==> config.mk <==
export PLATFORM = sky130hd
export DESIGN_NAME = puf_eval_ctrl
export DESIGN_NICKNAME = d
export VERILOG_FILES = /design/src/rtl/puf_pkg.sv /design/src/rtl/puf_vote_counter.sv /design/src/rtl/puf_eval_ctrl.sv
export SDC_FILE = /design/constraint.sdc
export NUM_CORES = 1
export LEC_CHECK = 0
export CAP_MARGIN = 20
export CORE_AREA = 2 2 178 180
export DETAILED_ROUTE_END_ITERATION = 16
export DIE_AREA = 0 0 180 182
export PLACE_DENSITY_LB_ADDON = 0.1
export SLEW_MARGIN = 20
export SYNTH_ARGS = -nofsm -noshare
export SYNTH_HDL_FRONTEND = slang
export SYNTH_SLANG_ARGS = --single-unit
==> constraint.sdc <==
create_clock -name clk -period 6.4 [get_ports clk]
set_input_delay 1.28 -clock clk [delete_from_list [all_inputs] [get_ports clk]]
set_output_delay 1.28 -clock clk [all_outputs]
set_load 0.1 [all_outputs]
==> src/rtl/puf_pkg.sv <==
// Shared definitions for the PUF evaluation controller: register map,
// CTRL/STATUS bit positions, FSM states and the reset settle time.
package puf_pkg;

    localparam logic [2:0] REG_CTRL     = 3'd0;
    localparam logic [2:0] REG_CHAL     = 3'd1;
    localparam logic [2:0] REG_SETTLE   = 3'd2;
    localparam logic [2:0] REG_RESP     = 3'd3;
    localparam logic [2:0] REG_STATUS   = 3'd4;
    localparam logic [2:0] REG_UNSTABLE = 3'd5;

    localparam int CTRL_START_BIT = 0;
    localparam int CTRL_CLEAR_BIT = 1;
    localparam int STAT_DONE_BIT  = 0;
    localparam int STAT_BUSY_BIT  = 1;

    localparam int DEFAULT_SETTLE = 16;

    typedef enum logic [2:0] {
        ST_IDLE,
        ST_RESET,
        ST_SETTLE,
        ST_SAMPLE,
        ST_VOTE
    } state_t;

endpackage

==> src/rtl/puf_vote_counter.sv <==
// One PUF channel: 2-flop synchronizer, ones counter and majority vote.
// Build with PUF_STABILITY_EN to also flag channels that disagree with their first sample.
module puf_vote_counter #(
    parameter int REPEATS = 7
) (
    input  logic clk,
    input  logic reset_n,
    input  logic puf_in,
    input  logic clear,
    input  logic sample,
    input  logic vote,
    output logic resp,
    output logic unstable
);
    localparam int CW = $clog2(REPEATS + 1);
    localparam logic [CW:0] REP = (CW + 1)'(REPEATS);

    logic          sync1_q, sync1_d;
    logic          sync2_q, sync2_d;
    logic [CW-1:0] ones_q, ones_d;
    logic          resp_q, resp_d;

    always_comb begin
        sync1_d = puf_in;
        sync2_d = sync1_q;
        ones_d  = ones_q;
        resp_d  = resp_q;
        if (clear) begin
            ones_d = '0;
        end else if (sample) begin
            ones_d = ones_q + CW'(sync2_q);
        end
        // ones*2 > REPEATS: strict majority, a tie votes 0
        if (vote) begin
            resp_d = ({ones_q, 1'b0} > REP);
        end
    end

    always_ff @(posedge clk or negedge reset_n) begin
        if (!reset_n) begin
            sync1_q <= 1'b0;
            sync2_q <= 1'b0;
            ones_q  <= '0;
            resp_q  <= 1'b0;
        end else begin
            sync1_q <= sync1_d;
            sync2_q <= sync2_d;
            ones_q  <= ones_d;
            resp_q  <= resp_d;
        end
    end

    assign resp = resp_q;

`ifdef PUF_STABILITY_EN
    logic seen_q, seen_d;
    logic first_q, first_d;
    logic diff_q, diff_d;
    logic unst_q, unst_d;

    always_comb begin
        seen_d  = seen_q;
        first_d = first_q;
        diff_d  = diff_q;
        unst_d  = unst_q;
        if (clear) begin
            seen_d = 1'b0;
            diff_d = 1'b0;
        end else if (sample) begin
            if (!seen_q) begin
                seen_d  = 1'b1;
                first_d = sync2_q;
            end else if (sync2_q != first_q) begin
                diff_d = 1'b1;
            end
        end
        if (vote) begin
            unst_d = diff_q;
        end
    end

    always_ff @(posedge clk or negedge reset_n) begin
        if (!reset_n) begin
            seen_q  <= 1'b0;
            first_q <= 1'b0;
            diff_q  <= 1'b0;
            unst_q  <= 1'b0;
        end else begin
            seen_q  <= seen_d;
            first_q <= first_d;
            diff_q  <= diff_d;
            unst_q  <= unst_d;
        end
    end

    assign unstable = unst_q;
`else
    assign unstable = 1'b0;
`endif

endmodule

==> src/rtl/puf_eval_ctrl.sv <==
// Multi-channel PUF evaluation controller with a one-cycle-ack register slave.
// Optional macro PUF_STABILITY_EN enables the per-channel UNSTABLE register.
module puf_eval_ctrl
    import puf_pkg::*;
#(
    parameter int CHAL_BITS      = 32,
    parameter int CHANNELS       = 8,
    parameter int REPEATS        = 7,
    parameter int SETTLE_W       = 16,
    parameter int PUF_RST_CYCLES = 4
) (
    input  logic                 clk,
    input  logic                 reset_n,
    input  logic                 valid,
    input  logic [2:0]           addr,
    input  logic [3:0]           wstrb,
    input  logic [31:0]          wdata,
    output logic                 ready,
    output logic [31:0]          rdata,
    output logic [CHAL_BITS-1:0] puf_challenge,
    output logic                 puf_reset,
    input  logic [CHANNELS-1:0]  puf_response,
    output logic                 irq
);
    localparam logic [SETTLE_W-1:0] RST_LAST  = SETTLE_W'(PUF_RST_CYCLES - 1);
    localparam logic [7:0]          EVAL_LAST = 8'(REPEATS - 1);

    state_t                state_q, state_d;
    logic [SETTLE_W-1:0]   cnt_q, cnt_d;
    logic [7:0]            eval_idx_q, eval_idx_d;
    logic                  done_q, done_d;
    logic [CHAL_BITS-1:0]  chal_q, chal_d;
    logic [SETTLE_W-1:0]   settle_q, settle_d;
    logic                  ready_q, ready_d;
    logic [31:0]           rdata_q, rdata_d;
    logic                  irq_q, irq_d;

    logic [CHANNELS-1:0]   resp_w;
    logic [CHANNELS-1:0]   unst_w;
    logic [31:0]           rd_word;
    logic [SETTLE_W-1:0]   settle_last;
    logic                  busy, access, wr, ctrl_wr, start_req, clr_req, launch;

    assign busy      = (state_q != ST_IDLE);
    assign access    = valid && !ready_q;
    assign wr        = access && (wstrb != 4'b0000);
    assign ctrl_wr   = wr && (addr == REG_CTRL) && wstrb[0];
    assign start_req = ctrl_wr && wdata[CTRL_START_BIT];
    assign clr_req   = ctrl_wr && wdata[CTRL_CLEAR_BIT];
    // clear_done in the same write re-arms a finished run before the start is judged
    assign launch    = start_req && !busy && (!done_q || clr_req);
    assign settle_last = (settle_q == '0) ? '0 : settle_q - SETTLE_W'(1);

    always_comb begin
        rd_word = '0;
        case (addr)
            REG_CTRL: begin
                rd_word[STAT_BUSY_BIT] = busy;
                rd_word[STAT_DONE_BIT] = done_q;
            end
            REG_CHAL:     rd_word = 32'(chal_q);
            REG_SETTLE:   rd_word = 32'(settle_q);
            REG_RESP:     rd_word = 32'(resp_w);
            REG_STATUS: begin
                rd_word[15:8]          = eval_idx_q;
                rd_word[STAT_BUSY_BIT] = busy;
                rd_word[STAT_DONE_BIT] = done_q;
            end
            REG_UNSTABLE: rd_word = 32'(unst_w);
            default:      rd_word = '0;
        endcase
    end

    always_comb begin
        state_d    = state_q;
        cnt_d      = cnt_q;
        eval_idx_d = eval_idx_q;
        done_d     = done_q;
        chal_d     = chal_q;
        settle_d   = settle_q;
        ready_d    = access;
        rdata_d    = access ? rd_word : rdata_q;
        irq_d      = 1'b0;
        puf_reset  = 1'b1;

        if (clr_req) begin
            done_d = 1'b0;
        end
        // configuration is frozen while a run is in flight
        if (wr && !busy && (addr == REG_CHAL)) begin
            for (int i = 0; i < CHAL_BITS; i++) begin
                if (wstrb[i / 8]) chal_d[i] = wdata[i];
            end
        end
        if (wr && !busy && (addr == REG_SETTLE)) begin
            for (int i = 0; i < SETTLE_W; i++) begin
                if (wstrb[i / 8]) settle_d[i] = wdata[i];
            end
        end

        case (state_q)
            ST_IDLE: begin
                if (launch) begin
                    state_d    = ST_RESET;
                    cnt_d      = '0;
                    eval_idx_d = '0;
                    done_d     = 1'b0;
                end
            end
            ST_RESET: begin
                if (cnt_q == RST_LAST) begin
                    cnt_d   = '0;
                    state_d = ST_SETTLE;
                end else begin
                    cnt_d = cnt_q + SETTLE_W'(1);
                end
            end
            ST_SETTLE: begin
                puf_reset = 1'b0;
                if (cnt_q == settle_last) begin
                    cnt_d   = '0;
                    state_d = ST_SAMPLE;
                end else begin
                    cnt_d = cnt_q + SETTLE_W'(1);
                end
            end
            ST_SAMPLE: begin
                puf_reset  = 1'b0;
                cnt_d      = '0;
                eval_idx_d = eval_idx_q + 8'd1;
                state_d    = (eval_idx_q == EVAL_LAST) ? ST_VOTE : ST_RESET;
            end
            ST_VOTE: begin
                done_d  = 1'b1;
                irq_d   = 1'b1;
                state_d = ST_IDLE;
            end
            default: state_d = ST_IDLE;
        endcase
    end

    always_ff @(posedge clk or negedge reset_n) begin
        if (!reset_n) begin
            state_q    <= ST_IDLE;
            cnt_q      <= '0;
            eval_idx_q <= '0;
            done_q     <= 1'b0;
            chal_q     <= '0;
            settle_q   <= SETTLE_W'(DEFAULT_SETTLE);
            ready_q    <= 1'b0;
            rdata_q    <= '0;
            irq_q      <= 1'b0;
        end else begin
            state_q    <= state_d;
            cnt_q      <= cnt_d;
            eval_idx_q <= eval_idx_d;
            done_q     <= done_d;
            chal_q     <= chal_d;
            settle_q   <= settle_d;
            ready_q    <= ready_d;
            rdata_q    <= rdata_d;
            irq_q      <= irq_d;
        end
    end

    for (genvar g = 0; g < CHANNELS; g++) begin : g_ch
        puf_vote_counter #(.REPEATS(REPEATS)) u_cnt (
            .clk      (clk),
            .reset_n  (reset_n),
            .puf_in   (puf_response[g]),
            .clear    (launch),
            .sample   (state_q == ST_SAMPLE),
            .vote     (state_q == ST_VOTE),
            .resp     (resp_w[g]),
            .unstable (unst_w[g])
        );
    end

    assign ready         = ready_q;
    assign rdata         = rdata_q;
    assign irq           = irq_q;
    assign puf_challenge = chal_q;

endmodule

==> flow_summary.ini, run 1 <==
[outcome]
status = completed

[global_routing]
grt-ovfl-total = 0
grt_max_degree = 76
grt_pass1_vias = 5758
grt_pass1_wl_um = 34270
antenna_found_initial = 0
grt_usage = 0.1348

[cts]
cts.reportedPaths.clkPinSlew_ps = 70
clk-insertion-delay-late_ps = 440
h-tree-depth = 4
cts_tree = yes
clk_path_buf_depth = 2
postCtsHoldBufs = 0
cts_buffers = 17
clk_root_buffer_cell = clkbuf_16
cts_setup_buffers = 0
clock-sinks = 158
cts_resized = 0

[critical_path]
critPathMaxFanout = 18
worstPathArrival_ps = 2800
rr_startpoint = settle_q[3]
critPathKind = flip-flop to primary output
r2r_slack_ps = 2930
worst_setup_path_start_kind = flip-flop
worstReg2RegEnd = cnt_q[4]
ff2ff_path_depth = 9
end_kind = primary output
worstPathRequired_ps = 5120

[sta]
maxSlewHeadroom = 0.3134
worst-slew-pin-transition_ps = 1027
fmax_mhz = 244.8
finalSetupTns_ps = 0
period_share = 0.6382
finalSetupViolCount = 0
slew_violations = 0
period_minus_slack_ps = 4084
rsz0062_at_grt = false
hold_violations = 0
clock_skew_ps = 21.39

[yosys]
synth_flop_cell = dfrtp_1
synth_compound_area_frac = 0.1035
synth_top_area_frac = 0.5169
yosysUniqueCellTypes = 55
postSynthAreaPerCell_um2 = 10.24
ys_seq_area_frac = 0.5203
synthArstFlopShare = 1.000
syn_inst = 742
synthSimpleGateAreaFrac = 0.1715
synth_edf_count = 0
syn_area_um2 = 7601
synth_area_leaders = dfrtp_1 52%, mux2_2 9.3%, nand2_1 6.4%
yosys_warnings = 0
yosys.area.top_type = dfrtp_1
synth_nets = 812
synthAdderAreaFrac = 0.03292
ys_ff_latch = 158
synth_mux_area_frac = 0.1118
synth_xor_area_frac = 0.03226
synth_top_family_by_area = simple AND/OR/NAND/NOR gates

[worst_hold_path]
min_to = g_ch[4].u_cnt.sync2_q
hp-class = flip-flop to flip-flop
hold_depth = 0
worstHoldStart = g_ch[4].u_cnt.sync1_q

[power_and_ir_drop]
ir_drop_mv = 0.1993
p_leak_nw = 4.180
power_density_nw_per_um2 = 432.8

[finish]
nNetsFinal = 916
drive_above_1_share = 0.1455
final_util = 0.3167
area.growth.synth_to_final_pct = 29.09

[detailed_routing]
finalWirelength_um = 21330
wl_per_cell_um = 16.90
vias_per_cell = 4.507
drtIter0Drc = 334
drt_first_pass_iters = 4
num_vias = 5688
drc_errors = 0
drtAntennaViolNets = 0

[die]
die_area_um2 = 32760
start_util = 0.2453
die_h_um = 182
core_area_um2 = 30990
fp.dieW_um = 180
io_pins = 117
rows = 65

[placement]
gp_congestion = 0.7335
dp_hpwl_um = 15300
io_buffers = 116

[flow_run]
maxCapViolations = 0
-- kinds of logic (layout without fill, tap and decap cells) --
logic type               count (synthesis)  in the layout
buffers and inverters                   49            166
other                                    0              1
flip-flops                             158            158
XOR/XNOR                                28             28
adder cells (fa/ha/maj)                 20             20
AND/OR/NAND/NOR                        284            284
AO/OA/AOI/OAI                          126            126
multiplexers                            77             77
-- stage by stage --
step / hold slack, ps / power [W] / setup WS (ps) / area [um^2] / std cells
after floorplan: 331.2 / 0.002717 / 3534 / 7601 / 742
after global placement: 332.2 / 0.003159 / 2422 / 9168 / 1229
after detailed placement: 334.7 / 0.003165 / 2385 / 9168 / 1229
after CTS: 350.3 / 0.004318 / 2213 / 9809 / 1261
after global routing: 352.9 / 0.004519 / 2103 / 9809 / 1261
final: 348.8 / 0.004247 / 2316 / 9812 / 1262
-- sequential cells by signal (all words and copies together) (netlist names) --
name and cells:
done_q 1, eval_idx_q 8, rdata 32, cnt_q 16, state_q 3, ready 1, settle_q 16, irq 1
g_ch.u_cnt.ones_q 24, puf_challenge 32, g_ch.u_cnt.resp 8, g_ch.u_cnt.sync1_q 8, g_ch.u_cnt.sync2_q 8
-- layout by cell type, fill, tap and decap left out, types with 20 or more instances in the layout --
cell / count
a21oi_1: 34
nand3_1: 28
ha_1: 20
clkdlybuf4s50_1: 115
dfrtp_1: 157
o21ai_0: 43
nand2_1: 129
nor2_1: 52
mux2_2: 63
-- cells in the mapped netlist, types with 6 or more instances --
cell type	count
a22oi_1	18
mux2i_1	14
o21ai_0	43
nor4_1	6
and3_1	15
xnor2_1	10
nand2_1	129
nand2b_1	6
nand4_1	6
clkbuf_1	32
o21ai_2	10
xor2_1	18
a21oi_1	34
nand3_1	28
mux2_2	63
dfrtp_1	157
nor3_1	17
ha_1	20
nor2_1	54
inv_1	8
-- worst max-delay path: stages, from the launching register on --
cell and delay (ps):
dfrtp_1 760, inv_1 250, nand2_1 200, clkdlybuf4s50_1 1160
-- cell type report --
type	instances	area, um^2
inverters	9	33.78
multi-input cells	535	3446
well taps	402	503.0
fillers	3194	21170
repair buffers	125	1230
clock inverters	14	202.7
flip-flops and latches	158	3955
diodes	1	2.502
clock buffers	18	439.2
-- worst max path at each step --
stage                            end        from
floorplan                   cnt_q[0]       valid
global placement    puf_challenge[4]     addr[0]
detailed placement  puf_challenge[6]     addr[0]
CTS                        puf_reset  state_q[2]
global route               puf_reset  state_q[2]
finish                     puf_reset  state_q[2]
-- per-layer routing --
layer  track usage  vias to the layer above  part of all wire
li1              -                     2807                 -
met1        0.1752                     2820              0.46
met2        0.2267                       52              0.51
met3       0.02888                        9             0.024
met4       0.03707                        0            0.0071
met5             0                        -                 0
-- report_power, final --
part           switching (W)  total [W]  internal, W
logic                0.00104    0.00157     0.000532
registers           0.000303    0.00155      0.00124
clock network       0.000456    0.00113     0.000672
Power figures use the tool's default switching activity.
==> run 2: changes to the inputs <==
==> constraint.sdc (replaced) <==
create_clock -name clk -period 3.8 [get_ports clk]
set_input_delay 0.76 -clock clk [delete_from_list [all_inputs] [get_ports clk]]
set_output_delay 0.76 -clock clk [all_outputs]
set_load 0.1 [all_outputs]
==> run 2 against run 1 <==
Against the previous run:
- register-to-register slack worse by 2400 ps
- clock skew down 6.6 ps
- power up 66%
- critical path type is now flip-flop to flip-flop
- highest routed layer unchanged
==> flow_summary.ini, run 2 (synthesis gave the netlist of run 1 again) <==
[cts]
h-tree-depth = 4
postCtsHoldBufs = 0
cts_buffers = 17
clock-sinks = 158
cts_tree = yes
cts.reportedPaths.clkPinSlew_ps = 80
clk-insertion-delay-late_ps = 440
clk_path_buf_depth = 2
cts_resized = 0
cts_setup_buffers = 0
clk_root_buffer_cell = clkbuf_16

[critical_path]
worstReg2RegEnd = cnt_q[15]
rr_startpoint = settle_q[6]
worst_setup_path_start_kind = flip-flop
r2r_slack_ps = 490
worstPathArrival_ps = 3620
worstPathRequired_ps = 4120
ff2ff_path_depth = 10
critPathMaxFanout = 11
critPathKind = flip-flop to flip-flop
end_kind = flip-flop

[global_routing]
grt_pass1_vias = 5895
grt_usage = 0.1368
grt_max_degree = 80
grt-ovfl-total = 0
antenna_found_initial = 0
grt_pass1_wl_um = 34820

[sta]
fmax_mhz = 302.3
period_minus_slack_ps = 3308
clock_skew_ps = 14.81
finalSetupViolCount = 0
rsz0062_at_grt = false
hold_violations = 0
maxSlewHeadroom = 0.3006
period_share = 0.8704
slew_violations = 0
finalSetupTns_ps = 0
worst-slew-pin-transition_ps = 1046

[finish]
final.fill_count = 3179
drive_above_1_share = 0.1546
final_cell_mix = 157 x dfrtp_1, 129 x nand2_1, 114 x clkdlybuf4s50_1
area.growth.synth_to_final_pct = 29.58
antenna_cells = 0
nNetsFinal = 924
multiInputGateArea_um2 = 3446
ff_latch_area_um2 = 3955
final_cells = 1269
layout_commonest_cell = dfrtp_1

[die]
die_area_um2 = 32760
die_h_um = 182
rows = 65
fp.dieW_um = 180
core_area_um2 = 30990
start_util = 0.2453
io_pins = 117

[detailed_routing]
dr_wl_met2_um = 10730
top_layer = met4
met3_length_um = 427
finalWirelength_um = 21850
drtIter0Drc = 281
drtAntennaViolNets = 0
num_vias = 5759
wl_met1_um = 10420
vias_per_cell = 4.538
wl_per_cell_um = 17.22
drc_errors = 0
drt_first_pass_iters = 5

[power_and_ir_drop]
power_density_nw_per_um2 = 717.1
ir_drop_mv = 0.2876
p_leak_nw = 4.209

[placement]
io_buffers = 116
dp_hpwl_um = 15600
gp_congestion = 0.7679
placed_cells = 1237

[worst_hold_path]
hp-class = flip-flop to flip-flop
worstHoldStart = g_ch[1].u_cnt.sync1_q
min_to = g_ch[1].u_cnt.sync2_q
hold_depth = 0

[outcome]
status = completed

[flow_run]
maxCapViolations = 0
run 2: cell count changes in the layout (fill, tap and decap cells not counted), moves of 2 or more:
cell / previous run / this run
buf_4: 9 / 17
bufinv_16: 4 / 0
clkinv_8: 0 / 4
clkinv_2: 2 / 0
clkinvlp_4: 2 / 0
inv_12: 0 / 2
inv_8: 2 / 4
run 2: critical path, cell delays in order, from the launching register on:
cell and delay, ps:
dfrtp_1 490, nor4_1 580, and3_1 320, and2_1 360, or3_1 170, nand4_1 110, nor4_2 300, nand3_2 140
a31oi_4 360, buf_4 270, o21ai_2 80
run 2: worst max-delay path by stage:
stage                            from        end  slack, ps
final                     settle_q[6]  cnt_q[15]        490
after global routing      settle_q[6]  cnt_q[15]        200
after detailed placement  settle_q[6]  cnt_q[14]        520
after global placement    settle_q[6]  cnt_q[14]        540
after CTS                 settle_q[6]  cnt_q[15]        490
after floorplan           settle_q[4]  cnt_q[12]        980
run 2: routing by layer:
metal | GRT usage | vias to the layer above
li1 | - | 2825
met1 | 0.1831 | 2856
met2 | 0.2277 | 61
met3 | 0.02246 | 17
met4 | 0.03967 | 0
met5 | 0 | -
run 2: cell type report:
type                            count  share of cell area
Inverter                            9            0.003430
Clock inverter                     15             0.01893
Sequential cell                   158              0.4015
Tap cell                          402             0.05107
Timing Repair Buffer              133              0.1320
Clock buffer                       17             0.04319
Multi-Input combinational cell    535              0.3498
run 2: per-stage QoR:
stage	total power [W]	cell area (um^2)	util	hold slack, ps	worst slack, ps
finish	0.007063	9849	0.3179	350.8	492.5
floorplan	0.004575	7601	-	331.2	984.5
CTS	0.007165	9849	0.3179	354.5	486.5
detailed placement	0.005349	9238	0.2981	334.7	523.2
global route	0.007518	9849	0.3179	356.1	201.6
global placement	0.005352	9238	0.2981	331.9	537.7
run 2: power by group:
group          internal, W  switching (W)  total [W]  leakage, nW
clock network     0.000902       0.000874    0.00178        0.298
registers          0.00209       0.000507    0.00260         2.00
logic             0.000912        0.00178    0.00269         1.92
total              0.00391        0.00316    0.00706         4.21
